--- src/rtl/irq_fifo_if.sv ---
// Bundle of the receive-unit push side and the processor pop/status side of irq_fifo.
// The slave modport is the queue itself; the master modport is whoever drives and observes it.
interface irq_fifo_if #(
  parameter int PTR_W = 4
);
  logic [13:0]    irq_fifo_data;
  logic           irq_fifo_data_valid;
  logic           irq_fifo_irq_valid;
  logic           data_pop;
  logic           irq_pop;
  logic           ovf_clr;
  logic [13:0]    data_head;
  logic [13:0]    irq_head;
  logic [PTR_W:0] data_count;
  logic [PTR_W:0] irq_count;
  logic           data_irq;
  logic           irq_irq;
  logic [1:0]     ovf;

  modport master (
    output irq_fifo_data, irq_fifo_data_valid, irq_fifo_irq_valid,
    output data_pop, irq_pop, ovf_clr,
    input  data_head, irq_head, data_count, irq_count, data_irq, irq_irq, ovf
  );

  modport slave (
    input  irq_fifo_data, irq_fifo_data_valid, irq_fifo_irq_valid,
    input  data_pop, irq_pop, ovf_clr,
    output data_head, irq_head, data_count, irq_count, data_irq, irq_irq, ovf
  );
endinterface

--- src/rtl/irq_fifo.sv ---
// Two independent circular queues of 14-bit SPM addresses (index 0 = data completions,
// index 1 = remote interrupts) with level interrupts and sticky overflow flags.
module irq_fifo #(
  parameter int DEPTH = 16,
  parameter int PTR_W = 4
) (
  input  logic       clk,
  input  logic       reset,
  irq_fifo_if.slave  ifc
);

  localparam int DATA_W = 14;
  localparam logic [PTR_W:0] FULL_CNT = (PTR_W+1)'(DEPTH);

  logic [1:0]        push_req;
  logic [1:0]        pop_req;
  logic [1:0]        push_ok;
  logic [1:0]        pop_ok;
  logic [PTR_W-1:0]  wr_ptr_q [2];
  logic [PTR_W-1:0]  wr_ptr_d [2];
  logic [PTR_W-1:0]  rd_ptr_q [2];
  logic [PTR_W-1:0]  rd_ptr_d [2];
  logic [PTR_W:0]    count_q  [2];
  logic [PTR_W:0]    count_d  [2];
  logic [1:0]        ovf_q;
  logic [1:0]        ovf_d;
  logic [DATA_W-1:0] mem_q [2][DEPTH];
  logic [DATA_W-1:0] head  [2];

  assign push_req = {ifc.irq_fifo_irq_valid, ifc.irq_fifo_data_valid};
  assign pop_req  = {ifc.irq_pop, ifc.data_pop};

  always_comb begin
    pop_ok = '0;
    for (int q = 0; q < 2; q++) begin
      pop_ok[q] = pop_req[q] && (count_q[q] != '0);
    end
  end

  // A full queue still accepts a push when the head leaves in the same cycle.
  always_comb begin
    push_ok = '0;
    ovf_d   = ovf_q;
    if (ifc.ovf_clr) ovf_d = '0;
    for (int q = 0; q < 2; q++) begin
      wr_ptr_d[q] = wr_ptr_q[q];
      rd_ptr_d[q] = rd_ptr_q[q];
      count_d[q]  = count_q[q];
      push_ok[q]  = push_req[q] && ((count_q[q] != FULL_CNT) || pop_ok[q]);
      if (push_req[q] && !push_ok[q]) ovf_d[q] = 1'b1;
      if (push_ok[q]) wr_ptr_d[q] = wr_ptr_q[q] + 1'b1;
      if (pop_ok[q])  rd_ptr_d[q] = rd_ptr_q[q] + 1'b1;
      case ({push_ok[q], pop_ok[q]})
        2'b10:   count_d[q] = count_q[q] + 1'b1;
        2'b01:   count_d[q] = count_q[q] - 1'b1;
        default: count_d[q] = count_q[q];
      endcase
    end
  end

  always_ff @(posedge clk or negedge reset) begin
    if (!reset) begin
      for (int q = 0; q < 2; q++) begin
        wr_ptr_q[q] <= '0;
        rd_ptr_q[q] <= '0;
        count_q[q]  <= '0;
      end
      ovf_q <= '0;
    end else begin
      for (int q = 0; q < 2; q++) begin
        wr_ptr_q[q] <= wr_ptr_d[q];
        rd_ptr_q[q] <= rd_ptr_d[q];
        count_q[q]  <= count_d[q];
      end
      ovf_q <= ovf_d;
    end
  end

  // Storage is deliberately left out of reset; the zero count masks stale words.
  always_ff @(posedge clk) begin
    for (int q = 0; q < 2; q++) begin
      if (push_ok[q]) mem_q[q][wr_ptr_q[q]] <= ifc.irq_fifo_data;
    end
  end

  always_comb begin
    for (int q = 0; q < 2; q++) begin
      head[q] = (count_q[q] != '0) ? mem_q[q][rd_ptr_q[q]] : '0;
    end
  end

  assign ifc.data_head  = head[0];
  assign ifc.irq_head   = head[1];
  assign ifc.data_count = count_q[0];
  assign ifc.irq_count  = count_q[1];
  assign ifc.data_irq   = (count_q[0] != '0);
  assign ifc.irq_irq    = (count_q[1] != '0);
  assign ifc.ovf        = ovf_q;

endmodule

--- src/flat_wrapper.sv ---
// flat-port wrapper written by rule: the top's interface ports become plain ports
module irq_fifo_flat 
#(
  parameter int DEPTH = 16,
  parameter int PTR_W = 4
)
  (clk, reset, ifc_irq_fifo_data, ifc_irq_fifo_data_valid, ifc_irq_fifo_irq_valid, ifc_data_pop, ifc_irq_pop, ifc_ovf_clr, ifc_data_head, ifc_irq_head, ifc_data_count, ifc_irq_count, ifc_data_irq, ifc_irq_irq, ifc_ovf);
  irq_fifo_if #(.PTR_W(PTR_W)) ifc_i ();
  input  logic clk;
  input  logic reset;
  input wire logic [$bits(ifc_i.irq_fifo_data)-1:0] ifc_irq_fifo_data;
  input wire logic [$bits(ifc_i.irq_fifo_data_valid)-1:0] ifc_irq_fifo_data_valid;
  input wire logic [$bits(ifc_i.irq_fifo_irq_valid)-1:0] ifc_irq_fifo_irq_valid;
  input wire logic [$bits(ifc_i.data_pop)-1:0] ifc_data_pop;
  input wire logic [$bits(ifc_i.irq_pop)-1:0] ifc_irq_pop;
  input wire logic [$bits(ifc_i.ovf_clr)-1:0] ifc_ovf_clr;
  output wire logic [$bits(ifc_i.data_head)-1:0] ifc_data_head;
  output wire logic [$bits(ifc_i.irq_head)-1:0] ifc_irq_head;
  output wire logic [$bits(ifc_i.data_count)-1:0] ifc_data_count;
  output wire logic [$bits(ifc_i.irq_count)-1:0] ifc_irq_count;
  output wire logic [$bits(ifc_i.data_irq)-1:0] ifc_data_irq;
  output wire logic [$bits(ifc_i.irq_irq)-1:0] ifc_irq_irq;
  output wire logic [$bits(ifc_i.ovf)-1:0] ifc_ovf;
  assign ifc_i.irq_fifo_data = ifc_irq_fifo_data;
  assign ifc_i.irq_fifo_data_valid = ifc_irq_fifo_data_valid;
  assign ifc_i.irq_fifo_irq_valid = ifc_irq_fifo_irq_valid;
  assign ifc_i.data_pop = ifc_data_pop;
  assign ifc_i.irq_pop = ifc_irq_pop;
  assign ifc_i.ovf_clr = ifc_ovf_clr;
  assign ifc_data_head = ifc_i.data_head;
  assign ifc_irq_head = ifc_i.irq_head;
  assign ifc_data_count = ifc_i.data_count;
  assign ifc_irq_count = ifc_i.irq_count;
  assign ifc_data_irq = ifc_i.data_irq;
  assign ifc_irq_irq = ifc_i.irq_irq;
  assign ifc_ovf = ifc_i.ovf;
  irq_fifo #(.DEPTH(DEPTH), .PTR_W(PTR_W)) u_core (.clk(clk), .reset(reset), .ifc(ifc_i));
endmodule
--- config.mk ---
export PLATFORM = sky130hd
export DESIGN_NAME = irq_fifo_flat
export DESIGN_NICKNAME = d
export VERILOG_FILES = /design/src/rtl/irq_fifo_if.sv /design/src/rtl/irq_fifo.sv /design/src/flat_wrapper.sv
export SDC_FILE = /design/constraint.sdc
export NUM_CORES = 1
export LEC_CHECK = 0
export BUFFER_PORTS_ARGS = -buffer_cell sky130_fd_sc_hd__buf_2
export CORE_MARGIN = 2
export CORE_UTILIZATION = 50
export CTS_CLUSTER_DIAMETER = 60
export DETAILED_ROUTE_END_ITERATION = 6
export PLACE_DENSITY = 0.73
export RECOVER_POWER = 100
export SETUP_SLACK_MARGIN = 0.5
export SLEW_MARGIN = 20
export SYNTH_ARGS = -nofsm -noshare
export SYNTH_HDL_FRONTEND = slang
export SYNTH_SLANG_ARGS = --single-unit
--- constraint.sdc ---
create_clock -name clk -period 5.5 [get_ports clk]
set_input_delay 1.1 -clock clk [delete_from_list [all_inputs] [get_ports clk]]
set_output_delay 1.1 -clock clk [all_outputs]
set_load 0.05 [all_outputs]
---- Yosys cells after proc, flatten, opt, wreduce, memory -nomap -nowiden ----
Memory sizes are Yosys's and may differ from the RTL's.
Cells that the tools add are included.
cells by class
  equal/unequal tests ..................... 6
  reduce and logical (&&, ||, !) cells .... 18
  shift operators ......................... 0
  magnitude comparators ................... 6
  mux-type cells .......................... 21
  divide/modulo/power cells ............... 0
  $mul .................................... 0
  bitwise gates (word level) .............. 4
  add/subtract/negate cells ............... 8
operators by type and width
  cell                                                       number
  2-to-1 mux 224 bit                                         2
  binary-select mux 14 bit (select 4 bit)                    2
  demux 14 bit (select 4 bit)                                2
  2-to-1 mux 14 bit                                          8
  greater-or-equal comparator 5 bit (second input constant)  4
  inverter 4 -> 5 bit                                        4
  case mux 5 bit (2 select lines)                            2
  adder 4 x 1 -> 4 bit (second input constant)               4
  adder 5 x 1 -> 5 bit (second input constant)               2
  < comparator 5 x 1 -> 1 bit (second input constant)        2
  != test 5 bit (second input constant)                      2
  nonzero test 5 bit                                         2
  subtractor 5 x 1 -> 5 bit (second input constant)          2
  logical AND 1 bit                                          8
  nonzero test 2 bit                                         4
  == test 2 x 1 -> 1 bit (second input constant)             2
  == test 2 bit (second input constant)                      2
  2-to-1 mux 1 bit                                           4
  logical NOT 1 bit                                          2
  logical OR 1 bit                                           2
  2-to-1 mux 2 bit                                           1
storage, ports and cells
  register bits ........................... 28
  input bits .............................. 21
  memories kept ........................... 1
  ROM bits ................................ 0
  bits in writable memories ............... 448
  word-level logic and storage cells ...... 72
  output and inout bits ................... 42
  bits in latches ......................... 0
memories
  name          words  width  read ports  clocked after memory_dff  wr ports  line            text
  u_core.mem_q  2      224    2           0                         2         irq_fifo.sv:27  logic [DATA_W-1:0] mem_q [2][DEPTH];

---- Logic depth before layout (Yosys ltp) ----
Gate-level depths: netlist of the first run.
  word-level depth ........................ 7
  depth in mapped cells ................... 14
  mapped depth without buffers ............ 11

---- Worst setup path after synthesis of the first run ----
Ideal clock, no wire load.
  path type ............................... flip-flop to output port
  from .................................... register u_core.count_q, in the netlist u_core.ifc.data_count[1]
  to ...................................... output port ifc_data_head[10]
  stages on the path, launching flop included .. 8
  setup slack ............................. 1.578 ns
  path buffers ............................ 3
  data arrival time ....................... 2.822 ns
  data required time ...................... 4.400 ns
  path through ............................ dfrtp_1 buf_2 nor4_2 nand2b_1 clkbuf_1 clkbuf_1 o21ai_1 a21oi_1
on the way
  longest elaborated chain between the ends .. 2
ends and longest elaborated chain
  element                          line                text
  start, declared                  irq_fifo.sv:23      logic [PTR_W:0] count_q [2];
  start signal, assigned by index  irq_fifo.sv:73      count_q[q] <= count_d[q];
  nonzero test 5 bit               n/a
  net ifc_data_irq                 flat_wrapper.sv:21  output wire logic [$bits(ifc_i.data_irq)-1:0] ifc_data_irq;
  2-to-1 mux 14 bit                irq_fifo.sv:88      head[q] = (count_q[q] != '0) ? mem_q[q][rd_ptr_q[q]] : '0;
  end, declared                    flat_wrapper.sv:17  output wire logic [$bits(ifc_i.data_head)-1:0] ifc_data_head;
The timed path passes the listed nets, and every way through them passes these cells.

---- Final worst setup path of the first run ----
  from .................................... register u_core.rd_ptr_q[0] (netlist bit)
  to ...................................... output port ifc_irq_head[8]
on the way
  longest elaborated chain between the ends .. 5
ends and longest elaborated chain
  element                                               line                text
  start, declared                                       irq_fifo.sv:21      logic [PTR_W-1:0] rd_ptr_q [2];
  start signal, assigned by index                       irq_fifo.sv:72      rd_ptr_q[q] <= rd_ptr_d[q];
  inverter 4 -> 5 bit (not written as such)             irq_fifo.sv:88
  binary-select mux 14 bit (select 4 bit)               irq_fifo.sv:88
  2-to-1 mux 14 bit (not written as such) (2 in a row)  irq_fifo.sv:88
  2-to-1 mux 14 bit                                     irq_fifo.sv:88
  end, declared                                         flat_wrapper.sv:18  output wire logic [$bits(ifc_i.irq_head)-1:0] ifc_irq_head;
Every way passes these cells. The select of a mux whose other input is x is not followed.

==> summary.md, run 1 <==
| Metric | Value |
|---|---|
| CTS Buffer Depth | 3 |
| Global-route met3 utilization | 3.54% |
| Syn Nets | roughly 950 |
| Synthesized area | about 19000 um2 |
| Failing checks | max-capacitance violations, max-slew violations |
| Critical path peak fanout | 27 |
| Clk pin slew, worst setup/hold paths | ~0.06 ns |
| Post-synth ARST share | approximately 5.9% |
| Status | finished with violations |
| Drt drc | 0 |
| Worst Skew | approximately 0.013 ns |
| Initial Util | between 50 and 60% |
| Initial antenna violation count | 2 |
| Resized cells post-CTS | 0 |
| Worst setup EP type | output pin |
| Die X | between 150 and 200 um |
| Sink Count | 476 |
| First-pass GRT wire length | 58100 um |
| Worst slack, placed | between 1.5 and 2 ns |
| Detail Route Antenna Nets | 0 |
| Pleak | slightly below 0.007 uW |
| GR peak layer | met2 |
| Relative slew slack | -13.4% |
| Worst Path Arrival | 3.58 ns |
| Pin count of the biggest net entering global routing | 60 |
| Fin crit period | 4.68 ns |
| Via-to-Cell Ratio | between 5 and 6 |
| WL final | slightly below 40000 um |
| Remaining Overflow, GRT | 0 |
| Final nets | between 1k and 1.5k |
| Crit start category | flop |
| Register bit total from synthesis | approximately 480 |
| Req. time, crit path | about 4.4 ns |
| Most common cell in the synthesized netlist | edfxtp_1 |
| Core ar. | ~37000 um2 |
| Class of the worst hold path | reg -> reg |
| EDFF count, synth | about 450 |
| Root cell of the clock tree | clkbuf_16 |
| Overall routing resource usage | 20.3% |
| Final slew viol count | 271 |
| Final Cell Area | 21200 um2 |
| CTS tree | yes |
| Fin Setup TNS | 0 ns |
| Die area | 39500 um2 |
| Ranking of synthesized cells by area | edfxtp_1, mux4_2, dfrtp_1 |
| DP HPWL | ~22000 um |
| Post-CTS Setup Repair Bufs | 0 |
| Power per cell area | about 560 nW/um2 |
| IO Port Bufs | 62 |
| Die H | ~200 um |
| I/O pin cnt | 63 |
| Area Growth Syn to Fin | 12.1% |
| Avg Cell Area, Syn | approximately 21 um2 |
| Num rows | ~70 |
| Maximum vdd drop | 1.06 mV |
| Met2 usage | 34.0% |
| RSZ-0062 raised after global routing | no |
| Iteration-0 DRC Markers | slightly below 700 |
| Yosys top cell area share | between 70% and 80% |
| Pre-Repair DR Iteration Count | 5 |
| Area post-placement | around 20000 um2 |
| Vias in the first global route | roughly 9.4k |
| Max cap viols | 10 |
| Sequential share of the synthesized area | 74.7% |
| CTS Hold Bufs | 0 |
| Tcrit/Tclk final | 85.2% |
| Largest area contributor in the netlist | edfxtp_1 |
| Setup WS post-layout | 0.817 ns |
| Number of library cell types mapped by synthesis | 49 |
| Synth Warn # | 0 |
| Max Clock Freq | about 0.21 GHz |
| TritonCTS Buffers | 48 |
| Worst-Margin Slew | 1.70 ns |
| Slowest cell delay on critical path | ~1.5 ns |
| Hold Fails Final Rpt | 0 |
| Clk Latency, worst-skew pair | approximately 0.56 ns |
| Met1 usage in global routing | approximately 28% |
| WS Path Type | reg -> out |
| Critical path's slowest cell | dfrtp_1 |
| Core Util, Final | between 50% and 60% |
| Routability-driven placement congestion ratio | between 0.7 and 0.8 |
| # setup viols final | 0 |
| WL/cell | between 20 and 30 um |
| Share of cells above drive strength 1 | 22.2% |
| Post-Syn Instances | 914 |
| CTS H-tree lvls | 2 |
| Synth top cells by count | edfxtp_1, mux4_2, a21oi_1 |
| CP Cell Sequence | buf_4 > mux4_2 > mux2i_1 > a21oi_1 > clkbuf_1 |
| Routed vias | just over 9k |
| Main synth FF type | edfxtp_1 |
layout make-up:
class	count	area, um2
Inverter	18	67.6
Tap cell	511	639
Multi-Input combinational cell	371	4470
Clock inverter	27	219
Fill cell	2887	16200
Clock buffer	62	1280
Timing Repair Buffer	89	389
Antenna cell	1	2.50
Sequential cell	476	14200
cell families after synthesis:
kind of cell,synth area share [%]
AO/OA/AOI/OAI,2.48
XOR/XNOR,0.924
adder cells (fa/ha/maj),1.23
AND/OR/NAND/NOR,2.21
multiplexers,16.9
flip-flops,74.7
buffers and inverters,1.52
through the flow:
stage	hold WS (ns)	std cells	total power, uW
global route	0.586	1554	12500
floorplan	0.574	914	7940
global placement	0.535	1465	8980
CTS	0.549	1554	12200
finish	0.534	1555	12000
detailed placement	0.540	1465	9060
state kept, by name, summed over array words and instances (netlist names):
signal and cells:
u_core.rd_ptr_q 8, u_core.wr_ptr_q 8, u_core.mem_q 448, u_core.ifc.data_count 5, u_core.ifc.irq_count 5, u_core.ifc.ovf 2
report_power, final:
group          switching (uW)  leakage, uW  internal [uW]  total [uW]
Combinational            2330      0.00172           1500        3830
Sequential                618      0.00438           4420        5040
Clock                    1320     0.000735           1790        3120
final timing paths:
check / from / end / slack [ns] / cells after the start
worst min-delay path: u_core.ifc.data_count[4] / u_core.ifc.data_count[4] / 0.53 / 1
worst min register to register: u_core.ifc.data_count[4] / u_core.ifc.data_count[4] / 0.53 / 1
max in group asynchronous: reset / u_core.rd_ptr_q[5] / 3.33 / 1
worst max register to register: u_core.ifc.data_count[2] / u_core.mem_q[0][168] / 1.67 / 5
worst max-delay path: u_core.rd_ptr_q[0] / ifc_irq_head[8] / 0.82 / 5
min in group asynchronous: reset / u_core.wr_ptr_q[7] / 0.98 / 1
critical path, delay by kind of cell, from the launching register on:
kind / cells / cell delay [ns]
multiplexers: 2 / 0.68
buffers and inverters: 2 / 0.77
flip-flops: 1 / 1.47
AO/OA/AOI/OAI: 1 / 0.09
metal layers:
metal,up-vias,routed length [um]
met4,2,781
met1,4846,16100
met3,59,2690
li1,3922,-
met5,-,10
met2,334,19600
placed cells by master (no fill, tap or decap), types with 5 or more instances in the layout:
cell type,n
edfxtp_1,448
mux4_2,112
clkbuf_1,89
clkbuf_16,49
a21oi_1,32
mux2i_1,31
mux2_2,30
o21ai_1,27
nor2_1,22
dfrtp_1,22
inv_1,18
ha_1,17
xnor2_1,15
nand2_1,12
clkinv_2,9
clkinv_1,9
and2_0,8
nand3_1,7
nand2b_1,6
o21ai_0,6
buf_2,6
xor2_1,5
Note: power is estimated with default switching activity, not from simulation.
==> inputs of run 2 (changes only) <==
--- a/config.mk
+++ b/config.mk
@@ -10,8 +10,7 @@
 export CORE_UTILIZATION = 50
 export CTS_CLUSTER_DIAMETER = 60
 export DETAILED_ROUTE_END_ITERATION = 6
-export PLACE_DENSITY = 0.73
-export RECOVER_POWER = 100
+export PLACE_DENSITY_LB_ADDON = 0.05
 export SETUP_SLACK_MARGIN = 0.5
 export SLEW_MARGIN = 20
 export SYNTH_ARGS = -nofsm -noshare
==> run 2 against run 1 <==
Compared with the run above: the run now ends clean; sequential cell count unchanged; fmax rose by 10%; critical path depth grew 1; total power increased by 0.73%; sequential share of layout area down 0.47 points; first-iteration DRC count decreased by 3.2%; clock skew increased by 0.0089 ns; global-route usage is 1.2 points higher; non-clock buffer count fell by 8; highest routed layer is now met4.
==> summary.md, run 2 (synthesized netlist as in run 1, its figures left out) <==
| Metric | Value |
|---|---|
| Detail Route Antenna Nets | 0 (unchanged) |
| CTS Buffer Depth | 3 (unchanged) |
| Clk pin slew, worst setup/hold paths | 0.06 ns (about the same) |
| Combinational share of power | 33.7% (+1.8 points) |
| Switching pwr | 4340 uW (+1.6%) |
| Commonest non-fill, non-tap cell in the layout | edfxtp_1 |
| Post-CTS Setup Repair Bufs | 0 (unchanged) |
| CTS Hold Bufs | 0 (unchanged) |
| Sink Count | 476 (unchanged) |
| Worst slack, placed | 1.62 ns (-0.0268 ns) |
| Routability-driven placement congestion ratio | 0.811 (+4.7%) |
| CTS H-tree lvls | 2 (unchanged) |
| Crit start category | flop |
| Drt drc | 0 (unchanged) |
| Via-to-Cell Ratio | 5.77 (-2.1%) |
| Die area | 39500 um2 (unchanged) |
| Remaining Overflow, GRT | 0 (unchanged) |
| Overall routing resource usage | 21.5% (+1.2 points) |
| Area Growth Syn to Fin | 12.9% |
| Maximum vdd drop | 0.635 mV (-40%) |
| Final nets | 1036 (-0.67%) |
| Max Used Layer | met4 |
| Int Pwr | 7730 uW (+0.25%) |
| Core ar. | 37500 um2 (unchanged) |
| Die X | 199 um (unchanged) |
| # setup viols final | 0 (unchanged) |
| Setup WS post-layout | 1.26 ns (+0.443 ns) |
| Clock power share | 25.2% (-0.8 points) |
| Sequential power share | 41.1% (-0.9 points) |
| Worst setup EP type | output pin |
| Status | finished, final reports clean |
| RSZ-0062 raised after global routing | no |
| Hold Fails Final Rpt | 0 (unchanged) |
| TritonCTS Buffers | 49 (+2.1%) |
| Iteration-0 DRC Markers | 671 (-3.2%) |
| Worst Path Arrival | 3.14 ns (-0.44 ns) |
| Relative slew slack | 29.4% (+43 points) |
| Final slew viol count | 0 (-100%) |
| M1 WL | 16600 um (+3.0%) |
| WL final | 40900 um (+4.5%) |
| Max reg flops | 448 (unchanged) |
| Pre-Repair DR Iteration Count | 5 (unchanged) |
| Vias in the first global route | 9383 (-0.30%) |
| IO Port Bufs | 62 (unchanged) |
| Met2 WL | 21000 um (+7.4%) |
| I/O pin cnt | 63 (unchanged) |
| Worst hold margin | 0.542 ns (+0.00873 ns) |
| Routed wl met3 | 2190 um (-19%) |
| Class of the worst hold path | reg -> reg |
| Initial antenna violation count | 0 (-2) |
| Initial Util | 50.6% (unchanged) |
| Power per cell area | 564 nW/um2 (about the same) |
| WL/cell | 26.4 um (+4.8%) |
| Resized cells post-CTS | 0 (unchanged) |
| Max cap viols | 0 (-10) |
| Clk Latency, worst-skew pair | 0.58 ns (+0.02 ns) |
| First-pass GRT wire length | 60100 um (+3.4%) |
| Worst Skew | 0.0216 ns (+0.00887 ns) |
| Fill cell count | 2831 (-1.9%) |
| Core Util, Final | 57.1% (+0.40 points) |
| Num rows | 71 (unchanged) |
| Max Clock Freq | 0.236 GHz (+10%) |
| Net Sw Frac | 35.9% (+0.31 points) |
| WS Path Type | reg -> out |
| Pleak | 0.00702 uW (+2.8%) |
| Critical path peak fanout | 27 (unchanged) |
| Pin count of the biggest net entering global routing | 48 (-20%) |
| Share of cells above drive strength 1 | 30.6% (+8.4 points) |
| Most frequent cells in the layout | edfxtp_1, mux4_2, buf_2 |
| Req. time, crit path | 4.40 ns (about the same) |
| DP HPWL | 23700 um (+5.6%) |
| Root cell of the clock tree | clkbuf_16 |
| CTS tree | yes |
| Fin crit period | 4.24 ns (-0.443 ns) |
| Die H | 199 um (unchanged) |
| Tcrit/Tclk final | 77.1% (-8.0 points) |
| Worst-Margin Slew | 1.06 ns (-0.644 ns) |
| Routed vias | 8952 (-2.3%) |
| Fin Setup TNS | 0 ns (unchanged) |
## run 2: cell count changes in the layout (fill, tap and decap cells not counted), moves of 12 or more
cell,previous run,this run
clkbuf_1,89,24
nor2_2,0,12
nor2_1,22,10
buf_2,6,62
buf_4,4,18
## run 2: area by class of cell
cell class / instances / area (um2) / share of cell area (%)
Sequential cell: 476 / 14200 / 66.2
Multi-Input combinational cell: 371 / 4590 / 21.5
Clock buffer: 76 / 1380 / 6.45
Tap cell: 511 / 639 / 2.99
Timing Repair Buffer: 81 / 465 / 2.18
Clock inverter: 16 / 78.8 / 0.368
Inverter: 18 / 67.6 / 0.316
Antenna cell: 2 / 5.00 / 0.0234
## run 2: through the flow
stage | total power (uW) | std cells | cell area [um2]
finish | 12100 | 1551 | 21400
global route | 12600 | 1549 | 21400
CTS | 12200 | 1549 | 21400
detailed placement | 9170 | 1457 | 19900
global placement | 9070 | 1457 | 19900
floorplan | 7940 | 914 | 19000
## run 2: layer usage
metal / global-route usage, % / vias up
met5: 0 / -
met4: 6.72 / 0
met3: 3.51 / 67
met2: 37.1 / 257
met1: 28.1 / 4724
li1: - / 3904
## run 2: critical path, cell delays in order, from the launching register on
cell and delay (ns):
dfrtp_2 0.89, buf_4 0.43, mux4_2 0.37, mux2_2 0.28, o21ai_1 0.23, a21oi_1 0.10
buf_2 0.26
## run 2: worst paths after layout
kind                       depth (start not counted)  slack [ns]                      from                       end
max reg2reg                                       11        2.01  u_core.ifc.data_count[1]  u_core.ifc.data_count[4]
min                                                2        0.54         u_core.ifc.ovf[1]         u_core.ifc.ovf[1]
max in group asynchronous                          1        4.30                     reset        u_core.rd_ptr_q[5]
min reg2reg                                        2        0.54         u_core.ifc.ovf[1]         u_core.ifc.ovf[1]
min in group asynchronous                          1        0.62                     reset        u_core.rd_ptr_q[3]
max                                                6        1.26        u_core.rd_ptr_q[7]          ifc_data_head[1]
## run 2: power by group through the flow
| stage | clock network [uW] | registers (uW) | logic [uW] |
|---|---|---|---|
| after floorplan | 0 | 4730 | 3210 |
| after global placement | 0 | 5010 | 4060 |
| after detailed placement | 0 | 5040 | 4130 |
| after CTS | 3110 | 4970 | 4140 |
| after global routing | 3250 | 5030 | 4310 |
| final | 3040 | 4960 | 4070 |
==> inputs of run 3 (changes only) <==
--- a/config.mk
+++ b/config.mk
@@ -5,6 +5,7 @@
 export SDC_FILE = /design/constraint.sdc
 export NUM_CORES = 1
 export LEC_CHECK = 0
+export ABC_AREA = 1
 export BUFFER_PORTS_ARGS = -buffer_cell sky130_fd_sc_hd__buf_2
 export CORE_MARGIN = 2
 export CORE_UTILIZATION = 50
==> constraint.sdc (replaced) <==
create_clock -name clk -period 4.3 [get_ports clk]
set_input_delay 0.86 -clock clk [delete_from_list [all_inputs] [get_ports clk]]
set_output_delay 0.86 -clock clk [all_outputs]
set_load 0.05 [all_outputs]
==> run 3 against run 2 <==
Compared with the run above: critical path depth increased by 3; wire length increased by 22%; hold slack got worse by 0.22 ns; critical path type unchanged.
==> summary.md, run 3 <==
| Metric | Value |
|---|---|
| Status | finished, final reports clean |
| Final Cell Area | 22200 um2 (+3.9%) |
| Number of library cell types mapped by synthesis | 29 (-41%) |
| Die H | 203 um (+2.1%) |
| Synth top cells by count | nand2_1, edfxtp_1, nand3_1 |
| Worst Path Arrival | 2.75 ns (-0.39 ns) |
| RR Endpoint | u_core.mem_q[0][1] |
| EDFF count, synth | 448 (unchanged) |
| Post-synth ARST share | 5.88% (unchanged) |
| Pre-Repair DR Iteration Count | 5 (unchanged) |
| Die X | 203 um (+2.1%) |
| I/O pin cnt | 63 (unchanged) |
| Worst Skew | 0.0157 ns (-0.00595 ns) |
| Maximum vdd drop | 0.589 mV (-7.2%) |
| Most frequent cells in the layout | nand2_1, edfxtp_1, nand3_1 |
| Commonest non-fill, non-tap cell in the layout | nand2_1 |
| Die area | 41200 um2 (+4.3%) |
| Via-to-Cell Ratio | 5.52 (-4.3%) |
| ANT cells | 0 (-2) |
| Sink Count | 476 (unchanged) |
| Clk pin slew, worst setup/hold paths | 0.06 ns (about the same) |
| Power per cell area | 752 nW/um2 (+33%) |
| Initial antenna violation count | 0 (unchanged) |
| Clk Latency, worst-skew pair | 0.58 ns (about the same) |
| Iteration-0 DRC Markers | 1261 (+88%) |
| Max cap viols | 0 (unchanged) |
| Final nets | 1831 (+77%) |
| Max Clock Freq | roughly 0.28 GHz |
| # setup viols final | 0 (unchanged) |
| First-pass GRT wire length | 76100 um (+27%) |
| DP HPWL | 28100 um (+19%) |
| Max Used Layer | met4 |
| CTS H-tree lvls | 2 (unchanged) |
| Synth Warn # | 0 (unchanged) |
| Overall routing resource usage | 24.7% (+3.2 points) |
| Critical path peak fanout | 41 (+52%) |
| Worst setup EP type | output pin |
| Core ar. | 38800 um2 (+3.6%) |
| M1 WL | 23100 um (+40%) |
| Main synth FF type | edfxtp_1 |
| Ranking of synthesized cells by area | edfxtp_1, nand2_1, nand3_1 |
| Reg2Reg Depth | 7 (-4) |
| WS Path Type | reg -> out |
| Pin count of the biggest net entering global routing | 67 (+40%) |
| Fin Setup TNS | 0 ns (unchanged) |
| Share of cells above drive strength 1 | 10.4% (-20 points) |
| Routed wl met3 | 3800 um (+74%) |
| Req. time, crit path | 3.44 ns (-0.96 ns) |
| Drt drc | 0 (unchanged) |
| Yosys top cell area share | 68.0% (-3.0 points) |
| IO Port Bufs | 62 (unchanged) |
| WL/cell | 21.2 um (-19%) |
| Tcrit/Tclk final | 84.0% |
| Worst-Margin Slew | 0.972 ns (-0.0860 ns) |
| Most common cell in the synthesized netlist | nand2_1 |
| Detail Route Antenna Nets | 0 (unchanged) |
| TritonCTS Buffers | 51 (+4.1%) |
| CTS tree | yes |
| Reg2Reg Setup Slack | 1.44 ns (-0.57 ns) |
| Num rows | 72 (+1.4%) |
| Register bit total from synthesis | 476 (unchanged) |
| Largest area contributor in the netlist | edfxtp_1 |
| RR Startpoint | u_core.ifc.data_count[2] |
| Syn Nets | 1756 (+84%) |
| Met2 WL | 22000 um (+4.4%) |
| Vias in the first global route | 12.5k (+33%) |
| CTS Buffer Depth | 3 (unchanged) |
| Initial Util | 50.9% (+0.39 points) |
| Post-Syn Instances | 1717 (+88%) |
| Max reg flops | 448 (unchanged) |
| Class of the worst hold path | in -> async |
| Crit start category | flop |
| Routed vias | 13.0k (+45%) |
| Root cell of the clock tree | clkbuf_16 |
| Fin crit period | between 3 and 4 ns |
| WL final | 49900 um (+22%) |
| Area Growth Syn to Fin | 12.3% |
| Remaining Overflow, GRT | 0 (unchanged) |
| Area post-placement | 20600 um2 (+3.5%) |
| Synthesized area | 19800 um2 (+4.4%) |
| Sequential share of the synthesized area | 71.6% (-3.1 points) |
| Avg Cell Area, Syn | 11.5 um2 (-44%) |
| RSZ-0062 raised after global routing | yes |
| CTS Hold Bufs | 0 (unchanged) |
| Hold Fails Final Rpt | 0 (unchanged) |
| Final slew viol count | 0 (unchanged) |
| Relative slew slack | 35.1% (+5.7 points) |
| Routability-driven placement congestion ratio | 0.808 (-0.41%) |
| Pleak | 0.00847 uW (+21%) |
## run 3: cell types whose count changed after synthesis, moves of 8 or more
cell     change
mux4_2     -112
and2_1       -8
o21ai_1     -27
xnor2_1     -12
buf_4       +13
nand3_1    +347
buf_6       +12
mux2_2      -30
mux2i_1     -31
inv_1       +22
nand2_1    +616
nor2_1      +19
buf_2       +20
## run 3: cell families (layout without fill, tap and decap cells)
group,Yosys count,after routing,synth area share [%]
and+or+nand+nor,1027,1027,21.8
AOI/OAI and AO/OA,42,42,1.09
buffers and inverters,139,253,3.73
adders and majority gates,18,18,1.18
DFF,476,476,71.6
xor gates and xnor gates,15,15,0.664
## run 3: power breakdown
| group | leakage, uW | internal [uW] | total (uW) | switching [uW] |
|---|---|---|---|---|
| Clock | 0.000764 | 2400 | 4140 | 1740 |
| Sequential | 0.00438 | 5620 | 5900 | 279 |
| Combinational | 0.00333 | 1690 | 6670 | 4990 |
## run 3: final cells by class
type                    instances  area [um2]
fillers                      3272       16600
well taps                     518         648
flip-flops and latches        476       14200
clock buffers                  71        1410
repair buffers                116         782
clock inverters                21         145
multi-input cells            1102        4890
inverters                      45         179
## run 3: metrics by stage
step	hold WS [ns]	instances	setup slack [ns]	total power [uW]	utilization (%)
after floorplan	0.483	1717	1.01	10800	-
after global placement	0.480	2256	1.12	12500	53.1
after detailed placement	0.495	2256	1.06	12600	53.1
after CTS	0.318	2348	0.545	16800	57.1
after global routing	0.386	2349	0.458	17700	57.2
final	0.323	2349	0.687	16700	57.2
## run 3: worst max-delay path: stages (launching register included)
cell and delay, ns:
dfrtp_4 0.49, inv_4 0.34, buf_12 0.29, nand2_1 0.08, nand3_1 0.08, nand3_1 0.09
nand2_1 0.08, nand2_1 0.08, a21oi_1 0.31, buf_2 0.33
## run 3: metal layers
layer  vias to the layer above  global-route usage, %
met4                         0                   7.14
li1                       6085                      -
met1                      6379                   37.7
met5                         -                      0
met3                        68                   4.57
met2                       441                   36.2
## run 3: worst max path at each step
stage	startpoint	to	slack [ns]
CTS	u_core.rd_ptr_q[0]	ifc_irq_head[5]	0.55
detailed placement	u_core.rd_ptr_q[0]	ifc_irq_head[5]	1.06
global route	u_core.rd_ptr_q[0]	ifc_irq_head[5]	0.46
finish	u_core.rd_ptr_q[4]	ifc_data_head[11]	0.69
floorplan	u_core.ifc.irq_count[1]	ifc_irq_head[10]	1.01
global placement	u_core.rd_ptr_q[0]	ifc_irq_head[5]	1.12
## run 3: timing repair
action	in CTS	in global routing
resized for setup	2	6
setup buffers	0	1
endpoints found under the setup margin	8	13
pin swaps	0	0
